**src/rtl/hazard_ctrl_if.sv**
```systemverilog
// rtl/hazard_ctrl_if.sv - pipeline-side signal bundle of the hazard unit
interface hazard_ctrl_if;
  // ID / EX operand and destination addresses
  logic [4:0] Rs1D;
  logic [4:0] Rs2D;
  logic [4:0] Rs1E;
  logic [4:0] Rs2E;
  logic [4:0] RdE;
  logic [2:0] MemReadE;
  logic       PCSrcE;

  // multi-cycle engine handshake
  logic       MdOpE;
  logic       MdDone;
  logic       MdStart;
  logic       MdErr;

  // write-back info from MEM and WB
  logic       RegWriteM;
  logic [4:0] RdM;
  logic       RegWriteW;
  logic [4:0] RdW;

  // pipeline control
  logic       StallF;
  logic       StallD;
  logic       StallE;
  logic       FlushD;
  logic       FlushE;
  logic       FlushM;
  logic [1:0] ForwardAE;
  logic [1:0] ForwardBE;

  // pipeline side: drives stage info, consumes control
  modport master (
    output Rs1D, Rs2D, Rs1E, Rs2E, RdE, MemReadE, PCSrcE,
    output MdOpE, MdDone, RegWriteM, RdM, RegWriteW, RdW,
    input  StallF, StallD, StallE, FlushD, FlushE, FlushM,
    input  ForwardAE, ForwardBE, MdStart, MdErr
  );

  // hazard unit side
  modport slave (
    input  Rs1D, Rs2D, Rs1E, Rs2E, RdE, MemReadE, PCSrcE,
    input  MdOpE, MdDone, RegWriteM, RdM, RegWriteW, RdW,
    output StallF, StallD, StallE, FlushD, FlushE, FlushM,
    output ForwardAE, ForwardBE, MdStart, MdErr
  );
endinterface

```
**src/rtl/hazard_ctrl.sv**
```systemverilog
// rtl/hazard_ctrl.sv - forwarding, load-use stall, branch flush and mul/div sequencing
module hazard_ctrl #(
  parameter int MD_TIMEOUT = 64
) (
  input  logic          clk,
  input  logic          rst,
  hazard_ctrl_if.slave  hz
);

  // counter is wide enough to hold MD_TIMEOUT itself (one increment past the last BUSY cycle)
  localparam int CW = $clog2(MD_TIMEOUT) + 1;
  localparam logic [CW-1:0] TO_LAST = CW'(MD_TIMEOUT - 1);

  typedef enum logic [1:0] {
    S_IDLE = 2'd0,
    S_BUSY = 2'd1,
    S_DONE = 2'd2
  } state_e;

  state_e        state_q, state_d;
  logic [CW-1:0] cnt_q, cnt_d;
  logic          err_q, err_d;

  logic          md_busy;
  logic          md_start;
  logic          load_use;

  // MEM result wins over WB result; x0 is never forwarded
  function automatic logic [1:0] fwd_sel(
    input logic [4:0] rs,
    input logic       wm,
    input logic [4:0] rdm,
    input logic       ww,
    input logic [4:0] rdw
  );
    logic [1:0] sel;
    sel = 2'b00;
    if (wm && (rdm != 5'd0) && (rdm == rs)) begin
      sel = 2'b10;
    end else if (ww && (rdw != 5'd0) && (rdw == rs)) begin
      sel = 2'b01;
    end
    return sel;
  endfunction

  // state, busy counter and sticky error; reset returns to IDLE at once
  always_ff @(posedge clk or posedge rst) begin
    if (rst) begin
      state_q <= S_IDLE;
      cnt_q   <= '0;
      err_q   <= 1'b0;
    end else begin
      state_q <= state_d;
      cnt_q   <= cnt_d;
      err_q   <= err_d;
    end
  end

  // multi-cycle sequencing: launch once, wait for done or timeout, release for one cycle
  always_comb begin
    state_d  = state_q;
    cnt_d    = cnt_q;
    err_d    = err_q;
    md_start = 1'b0;
    md_busy  = 1'b0;
    case (state_q)
      S_IDLE: begin
        if (hz.MdOpE) begin
          md_start = 1'b1;
          md_busy  = 1'b1;
          cnt_d    = '0;
          state_d  = S_BUSY;
        end
      end
      S_BUSY: begin
        md_busy = 1'b1;
        cnt_d   = cnt_q + CW'(1);
        if (hz.MdDone) begin
          // a completion in the timeout cycle still counts as success
          state_d = S_DONE;
        end else if (cnt_q == TO_LAST) begin
          state_d = S_DONE;
          err_d   = 1'b1;
        end
      end
      S_DONE: begin
        // no stall here, so the EX op advances exactly once
        state_d = S_IDLE;
      end
      default: begin
        state_d = S_IDLE;
      end
    endcase
  end

  // load in EX whose destination is read by the instruction in ID
  always_comb begin
    load_use = (hz.MemReadE != 3'd0) && (hz.RdE != 5'd0) &&
               ((hz.RdE == hz.Rs1D) || (hz.RdE == hz.Rs2D));
  end

  // pipeline control; a stalled EX register must not also be flushed
  always_comb begin
    hz.StallF    = load_use | md_busy;
    hz.StallD    = load_use | md_busy;
    hz.StallE    = md_busy;
    hz.FlushM    = md_busy;
    hz.FlushD    = hz.PCSrcE & ~md_busy;
    hz.FlushE    = (load_use | hz.PCSrcE) & ~md_busy;
    hz.ForwardAE = fwd_sel(hz.Rs1E, hz.RegWriteM, hz.RdM, hz.RegWriteW, hz.RdW);
    hz.ForwardBE = fwd_sel(hz.Rs2E, hz.RegWriteM, hz.RdM, hz.RegWriteW, hz.RdW);
    hz.MdStart   = md_start;
    hz.MdErr     = err_q;
  end

endmodule

```
**src/flat_wrapper.sv**
```systemverilog
// flat-port wrapper written by rule: the top's interface ports become plain ports
module hazard_ctrl_flat 
#(
  parameter int MD_TIMEOUT = 64
)
  (clk, rst, hz_Rs1D, hz_Rs2D, hz_Rs1E, hz_Rs2E, hz_RdE, hz_MemReadE, hz_PCSrcE, hz_MdOpE, hz_MdDone, hz_RegWriteM, hz_RdM, hz_RegWriteW, hz_RdW, hz_StallF, hz_StallD, hz_StallE, hz_FlushD, hz_FlushE, hz_FlushM, hz_ForwardAE, hz_ForwardBE, hz_MdStart, hz_MdErr);
  hazard_ctrl_if hz_i ();
  input  logic clk;
  input  logic rst;
  input wire logic [$bits(hz_i.Rs1D)-1:0] hz_Rs1D;
  input wire logic [$bits(hz_i.Rs2D)-1:0] hz_Rs2D;
  input wire logic [$bits(hz_i.Rs1E)-1:0] hz_Rs1E;
  input wire logic [$bits(hz_i.Rs2E)-1:0] hz_Rs2E;
  input wire logic [$bits(hz_i.RdE)-1:0] hz_RdE;
  input wire logic [$bits(hz_i.MemReadE)-1:0] hz_MemReadE;
  input wire logic [$bits(hz_i.PCSrcE)-1:0] hz_PCSrcE;
  input wire logic [$bits(hz_i.MdOpE)-1:0] hz_MdOpE;
  input wire logic [$bits(hz_i.MdDone)-1:0] hz_MdDone;
  input wire logic [$bits(hz_i.RegWriteM)-1:0] hz_RegWriteM;
  input wire logic [$bits(hz_i.RdM)-1:0] hz_RdM;
  input wire logic [$bits(hz_i.RegWriteW)-1:0] hz_RegWriteW;
  input wire logic [$bits(hz_i.RdW)-1:0] hz_RdW;
  output wire logic [$bits(hz_i.StallF)-1:0] hz_StallF;
  output wire logic [$bits(hz_i.StallD)-1:0] hz_StallD;
  output wire logic [$bits(hz_i.StallE)-1:0] hz_StallE;
  output wire logic [$bits(hz_i.FlushD)-1:0] hz_FlushD;
  output wire logic [$bits(hz_i.FlushE)-1:0] hz_FlushE;
  output wire logic [$bits(hz_i.FlushM)-1:0] hz_FlushM;
  output wire logic [$bits(hz_i.ForwardAE)-1:0] hz_ForwardAE;
  output wire logic [$bits(hz_i.ForwardBE)-1:0] hz_ForwardBE;
  output wire logic [$bits(hz_i.MdStart)-1:0] hz_MdStart;
  output wire logic [$bits(hz_i.MdErr)-1:0] hz_MdErr;
  assign hz_i.Rs1D = hz_Rs1D;
  assign hz_i.Rs2D = hz_Rs2D;
  assign hz_i.Rs1E = hz_Rs1E;
  assign hz_i.Rs2E = hz_Rs2E;
  assign hz_i.RdE = hz_RdE;
  assign hz_i.MemReadE = hz_MemReadE;
  assign hz_i.PCSrcE = hz_PCSrcE;
  assign hz_i.MdOpE = hz_MdOpE;
  assign hz_i.MdDone = hz_MdDone;
  assign hz_i.RegWriteM = hz_RegWriteM;
  assign hz_i.RdM = hz_RdM;
  assign hz_i.RegWriteW = hz_RegWriteW;
  assign hz_i.RdW = hz_RdW;
  assign hz_StallF = hz_i.StallF;
  assign hz_StallD = hz_i.StallD;
  assign hz_StallE = hz_i.StallE;
  assign hz_FlushD = hz_i.FlushD;
  assign hz_FlushE = hz_i.FlushE;
  assign hz_FlushM = hz_i.FlushM;
  assign hz_ForwardAE = hz_i.ForwardAE;
  assign hz_ForwardBE = hz_i.ForwardBE;
  assign hz_MdStart = hz_i.MdStart;
  assign hz_MdErr = hz_i.MdErr;
  hazard_ctrl #(.MD_TIMEOUT(MD_TIMEOUT)) u_core (.clk(clk), .rst(rst), .hz(hz_i));
endmodule
```
**config.mk**
```make
export PLATFORM = sky130hd
export DESIGN_NAME = hazard_ctrl_flat
export DESIGN_NICKNAME = d
export VERILOG_FILES = /design/src/rtl/hazard_ctrl_if.sv /design/src/rtl/hazard_ctrl.sv /design/src/flat_wrapper.sv
export SDC_FILE = /design/constraint.sdc
export NUM_CORES = 1
export LEC_CHECK = 0
export ABC_CLOCK_PERIOD_IN_PS = 1610
export BUFFER_PORTS_ARGS = -buffer_cell sky130_fd_sc_hd__buf_2
export CORE_MARGIN = 4
export CORE_UTILIZATION = 42
export DETAILED_ROUTE_END_ITERATION = 6
export PLACE_DENSITY = 0.79
export RECOVER_POWER = 100
export SYNTH_ARGS = -nofsm -noshare
export SYNTH_HDL_FRONTEND = slang
export SYNTH_SLANG_ARGS = --single-unit
export TNS_END_PERCENT = 30
```
**constraint.sdc**
```tcl
create_clock -name clk -period 1.61 [get_ports clk]
set_input_delay 0.0805 -clock clk [delete_from_list [all_inputs] [get_ports clk]]
set_output_delay 0.0805 -clock clk [all_outputs]
set_load 0.01 [all_outputs]
```
# Word-level counts from Yosys, hierarchy flattened

Cells that the tools add are included.

Register bits after elaboration: 10
Bits in latches: 0
Bits in writable memories: 0
Bits in read-only memories: 0
Input bits: 45
Output and inout port bits: 12
Word-level logic and storage cells: 51
Memories kept: 0

Add/sub/neg operators: 1
Multiply operators: 0
Divide/modulo/power cells: 0
$lt $le $gt $ge: 0
Equal/unequal tests: 10
Shift operators: 0
Multiplexer cells: 13
Bitwise operators: 6
Reductions and logical operators: 18

Operators with widths:

| cell                | number |
|---|---|
| $eq 5x5->1          | 6 |
| $reduce_bool 5->1   | 3 |
| $pmux 7 s2          | 1 |
| $mux 2              | 5 |
| $logic_and 1x1->1   | 8 |
| $add 7x1->7 const B | 1 |
| $eq 7x6->1 const B  | 1 |
| $mux 7              | 1 |
| $mux 1              | 4 |
| $pmux 2 s2          | 1 |
| $reduce_and 2->1    | 2 |
| $ne 3x2->1 const B  | 1 |
| $reduce_and 3->1    | 1 |
| $reduce_bool 3->1   | 1 |
| $and 1x1->1         | 2 |
| $eq 2x1->1 const B  | 1 |
| $logic_not 2->1     | 1 |
| $ne 2x2->1 const B  | 1 |
| $not 1->1           | 2 |
| $or 1x1->1          | 2 |
| $pmux 1 s2          | 1 |
| $reduce_bool 2->1   | 1 |
| $logic_or 1x1->1    | 1 |

# Logic depth before layout (Yosys ltp)

Depth after elaboration: 5
Depth in mapped cells: 5
Mapped depth without buffers: 5

# Worst setup path before layout

Ideal clock, no wire load.

Path kind: reg-to-output
Start: register u_core.state_q[0]
End: output port hz_FlushE
Data arrival time: 1.252 ns
Required time: 1.529 ns
Setup slack: 0.278 ns
Stages on the path, launching flop included: 6
Path buffers: 1
Cell sequence: dfrtp_1 nor2_1 or2_2 clkbuf_1 inv_1 o31ai_1

Cells in the longest elaborated chain, start to end: 4
Elaborated cells between the ends (all ways): 5
Classes of those cells: eq/ne: 1; mux: 1; bitwise: 2; reduce/logical: 1

RTL lines:

| item                                                 | RTL line           | text |
|---|---|---|
| start: declaration                                   | hazard_ctrl.sv:20  | `state_e state_q, state_d;` |
| start signal: assignment                             | hazard_ctrl.sv:53  | `state_q <= state_d;` |
| $eq 2x1->1 / $logic_not 2->1 (equally long branches) | hazard_ctrl.sv:66  | `case (state_q)` |
| $pmux 1 s2 *                                         | hazard_ctrl.sv:66  |  |
| named net hz_FlushM                                  | flat_wrapper.sv:28 | `output wire logic [$bits(hz_i.FlushM)-1:0] hz_FlushM;` |
| $not 1->1 *                                          | hazard_ctrl.sv:109 | `hz.FlushE = (load_use \| hz.PCSrcE) & ~md_busy;` |
| $and 1x1->1 *                                        | hazard_ctrl.sv:109 |  |
| end: declaration                                     | flat_wrapper.sv:27 | `output wire logic [$bits(hz_i.FlushE)-1:0] hz_FlushE;` |

The timed path passes the listed nets; every way through them passes the cells marked *.

# Final worst setup path

Start: input port hz_RdM[0]
End: output port hz_ForwardBE[0]

Cells in the longest elaborated chain, start to end: 4
Elaborated cells between the ends (all ways): 5
Classes of those cells: eq/ne: 1; mux: 1; reduce/logical: 3

RTL lines:

| item                | RTL line           | text |
|---|---|---|
| start: declaration  | flat_wrapper.sv:20 | `input wire logic [$bits(hz_i.RdM)-1:0] hz_RdM;` |
| $reduce_bool 5->1   | hazard_ctrl.sv:38  | `if (wm && (rdm != 5'd0) && (rdm == rs)) begin` |
| $logic_and 1x1->1   | hazard_ctrl.sv:38  |  |
| $logic_and 1x1->1 * | hazard_ctrl.sv:38  |  |
| $mux 2 *            | hazard_ctrl.sv:38  |  |
| end: declaration    | flat_wrapper.sv:30 | `output wire logic [$bits(hz_i.ForwardBE)-1:0] hz_ForwardBE;` |

Every way passes the cells marked *; elsewhere a longest branch is shown, timed or not.

==> flow_results.org <==
** STA
- In the final timing run, aggregate negative setup slack is 0 ns.
- For the finished layout, the period the worst path requires is 1.48 ns.
- Skew final :: 0.00160 ns
- In the finished design, the share of the clock period the worst path needs comes to 91.9%.
- In this run the tightest slew margin relative to its limit is between 70% and 80%.
- For this run, the top clock speed supported by timing is 0.676 GHz.
- Final Max Slew Viols :: 0
- Slew at the pin with the worst max-slew slack :: 0.430 ns
- Setup violations remaining at the end of the flow were counted as 0.
- Number of failing hold endpoints at the final stage :: 0
- Setup repair after global routing missed its margin :: false

** Critical path
- Largest stage delay on the critical path :: 0.53 ns
- Worst reg2reg path depth :: 5
- CP bufs+invs :: 2
- The endpoint identified for the worst register-to-register timing path is u_core.state_q[0].
- For the worst setup path, the data arrival time is ~1.4 ns.
- Worst R2R Setup Slack :: 0.24 ns
- Endpoint type of the worst setup path :: output port
- Crit-path leading delay family :: simple AND/OR/NAND/NOR gates
- Largest fanout of any net on the critical path :: 3
- CP cell instances :: clkbuf_2, or4_1, o21ai_2, nor4_1, nor4_2, clkbuf_1
- Cell with the largest stage delay on the worst path :: sky130_fd_sc_hd__or4_1
- STA classifies the critical path startpoint as an input port.
- The critical path is of the in -> out type.
- The worst register-to-register path begins at u_core.cnt_q[0].
- Data required time at the worst endpoint :: 1.53 ns

** Clocking
- Buffers added to address setup during post-CTS repair amount to 0.
- TritonCTS Sinks :: 10
- After clock tree synthesis, the clock-pin slew on the worst setup and hold paths is 0.07 ns.
- Clock Root Buffer :: sky130_fd_sc_hd__clkbuf_4
- No sink is reached through more buffers than the 2 on the longest clock path.
- Count of H-tree levels built during CTS :: 1
- Clk_lat worst skew :: 0.27 ns
- Clock tree from TritonCTS :: built
- Clock buffers created by TritonCTS :: 3

** Die
- Number of rows in the core area :: 16
- Area of the die :: 2920 um^2
- Once the floorplan was initialized, standard cells occupied 44.9% of the core.
- Chip height :: 54.1 um
- Floorplan Core Area :: 1980 um^2
- In this run the horizontal extent of the chip is 54.1 um.
- Top-level I/O count :: 57

** Logic synthesis
- Most used flip-flop cell after synthesis :: sky130_fd_sc_hd__dfrtp_1
- Syn Area/Cell :: 8.48 um^2
- Unique masters post-synth :: 29
- Number of enable-type register cells in the synthesized netlist :: 0
- Of the synthesized area, sequential elements account for 28.1%.
- Warnings, synthesis :: 0
- Syn nets :: 151
- Number of synthesized register bits :: 10
- Proportion of register bits with asynchronous set or reset after synthesis :: 100%
- After technology mapping, the gate count stands at 105.
- The mapped netlist covers 891 um^2.

** Global routing
- The initial antenna violation count was 0.
- GRT Overall Usage :: roughly 16%
- The number of global-route vias before repair was 900.
- Overflow after GRT :: 0
- The first global-routing pass estimated 3.44 mm of wire.
- Pin count of the biggest net entering global routing :: 11

** Route
- For this run, design rule violations remaining after detail routing come to 0.
- Total length of routed wires :: 2.32 mm
- After the first detailed-routing iteration, the DRC count stood at 12.
- The routed layout has approximately 960 vias.
- Total iterations of the first detailed-routing run :: 4
- Wire per inst :: between 10 and 15 um
- Via-to-Cell Ratio :: 5.06
- The count of nets left with antenna violations once routing finished came out at 0.

** Layout
- 0 antenna diodes ended up in the layout.
- Proportion of layout cells with a drive suffix above 1 :: roughly a third
- Area delta synth->final :: 37.4%
- Measured on the finished design, the core utilization comes to 61.7%.
- Nets :: 210

** Place
- Dpl hpwl :: 2.06 mm
- Routability congestion estimate :: about 0.85
- The count of buffers added on input and output ports is 56.

** Status
- Outcome :: completed

** Power
- The share of total power dissipated in sequential elements is 35.1%.
- Leakage :: 0.612 nW
- Net switching power figure :: about 0.35 mW
- VDD IR max :: around 0.00052 V
- The share of total power dissipated in combinational logic is 40.5%.
- Power Dens Cells :: about 780 nW/um^2
- In this run, the clock network consumes 24.4% of the power.
- Internal Pwr Total :: between 0.6 and 0.7 mW
- Of the total power, the share spent switching nets is 36.5%.

** Worst hold path
- Min-Delay Endpoint :: u_core.state_q[0]
- The startpoint identified for the worst hold timing path is hz_MdDone.
- Class of the most critical hold timing path :: in -> reg
- Counting instances, the worst hold path has a depth of 2.

** Flow run
- Max-cap violations in this run came to 0.
==> cell usage after synthesis, types with 3 or more instances <==
cell type / n / area share (%)
sky130_fd_sc_hd__nand2_1: 6 / 2.5
sky130_fd_sc_hd__nand3_1: 4 / 2.2
sky130_fd_sc_hd__o31ai_1: 3 / 2.5
sky130_fd_sc_hd__dfrtp_1: 10 / 28
sky130_fd_sc_hd__o21ai_0: 9 / 5.1
sky130_fd_sc_hd__xor2_1: 24 / 24
sky130_fd_sc_hd__inv_1: 4 / 1.7
sky130_fd_sc_hd__nor2_1: 9 / 3.8
sky130_fd_sc_hd__or4_1: 5 / 4.2
sky130_fd_sc_hd__xnor2_1: 6 / 5.9
==> registers in the layout, summed over array words and instances (netlist names) <==
signal / cells
u_core.hz.MdErr: 1
u_core.state_q: 2
u_core.cnt_q: 7
==> what timing repair did <==
action,4_1_cts,5_1_grt
hold endpoints to repair,10,0
endpoints found under the setup margin,0,1
hold buffers,1,0
gates resized for setup,0,1
==> cell families after synthesis <==
family | Yosys count | synth area share, %
AND/OR/NAND/NOR | 36 | 22.3
XOR/XNOR | 30 | 29.5
AO/OA/AOI/OAI | 20 | 14.5
buffers and inverters | 8 | 4.21
adder cells (fa/ha/maj) | 1 | 1.40
flip-flops | 10 | 28.1
==> cell type report <==
class | instances | area [um^2]
fill | 194 | 758
clock buffer | 4 | 36.3
sequential | 10 | 250
tap | 27 | 33.8
inverter | 4 | 15.0
timing repair buffer | 58 | 283
multi-input combinational | 87 | 606
==> power by group through the flow <==
stage / combinational (mW) / clock [mW] / sequential (mW)
after floorplan: 0.253 / 0 / 0.326
after global placement: 0.387 / 0 / 0.332
after detailed placement: 0.396 / 0 / 0.336
after CTS: 0.401 / 0.238 / 0.331
after global routing: 0.431 / 0.255 / 0.339
final: 0.385 / 0.232 / 0.333
==> per-layer routing <==
| layer | wire (um) | global-route usage [%] | vias up |
|---|---|---|---|
| met3 | 166 | 4.43 | 4 |
| met1 | 808 | 16.2 | 436 |
| met5 | 0 | 0 | - |
| li1 | - | - | 483 |
| met2 | 1300 | 31.3 | 39 |
| met4 | 46 | 4.15 | 0 |
==> worst max path at each step <==
stage / cells past startpoint / endpoint / slack (ns) / from
6_report: 6 / hz_ForwardBE[0] / 0.13 / hz_RdM[0]
2_1_floorplan: 5 / hz_FlushE / 0.28 / u_core.state_q[0]
5_1_grt: 5 / hz_FlushE / 0.02 / u_core.state_q[0]
3_5_place_dp: 6 / hz_ForwardAE[0] / 0.12 / hz_RdM[0]
3_3_place_gp: 6 / hz_ForwardAE[0] / 0.15 / hz_RdM[0]
4_1_cts: 5 / hz_FlushE / 0.10 / u_core.state_q[0]
==> per-stage QoR <==
| step | worst slack [ns] | hold slack [ns] | total power [mW] | cell area, um^2 | cells |
|---|---|---|---|---|---|
| floorplan | 0.278 | -0.0793 | 0.580 | 891 | 105 |
| global placement | 0.149 | 0.0742 | 0.719 | 1190 | 185 |
| detailed placement | 0.120 | 0.0719 | 0.732 | 1190 | 185 |
| CTS | 0.103 | 0.0164 | 0.970 | 1240 | 190 |
| global route | 0.0160 | 0.0197 | 1.03 | 1220 | 190 |
| finish | 0.130 | 0.0238 | 0.950 | 1220 | 190 |
==> cells in the final DEF (no fill, tap or decap), drive strengths merged <==
cell         instances
nor2                 9
ha                   1
a22o                 1
and3                 2
buf                 46
dlygate4sd3          1
xnor2                6
nand4                1
or4                  5
dfrtp               10
nor2b                1
nand2                6
a22oi                1
nand2b               1
o21ai               11
xor2                24
o21a                 1
o211ai               1
or2                  1
nor4                 4
clkbuf              15
a21o                 1
o32ai                1
inv                  4
nand3                4
nor3                 2
o31ai                3
==> worst reg2reg max path, stage by stage (launching register included) <==
cell and delay (ns):
sky130_fd_sc_hd__dfrtp_1 0.41, sky130_fd_sc_hd__ha_1 0.24, sky130_fd_sc_hd__and3_1 0.22, sky130_fd_sc_hd__nand3_1 0.13, sky130_fd_sc_hd__nor2_1 0.09, sky130_fd_sc_hd__o31ai_1 0.18
(Power assumes the default switching activity.)
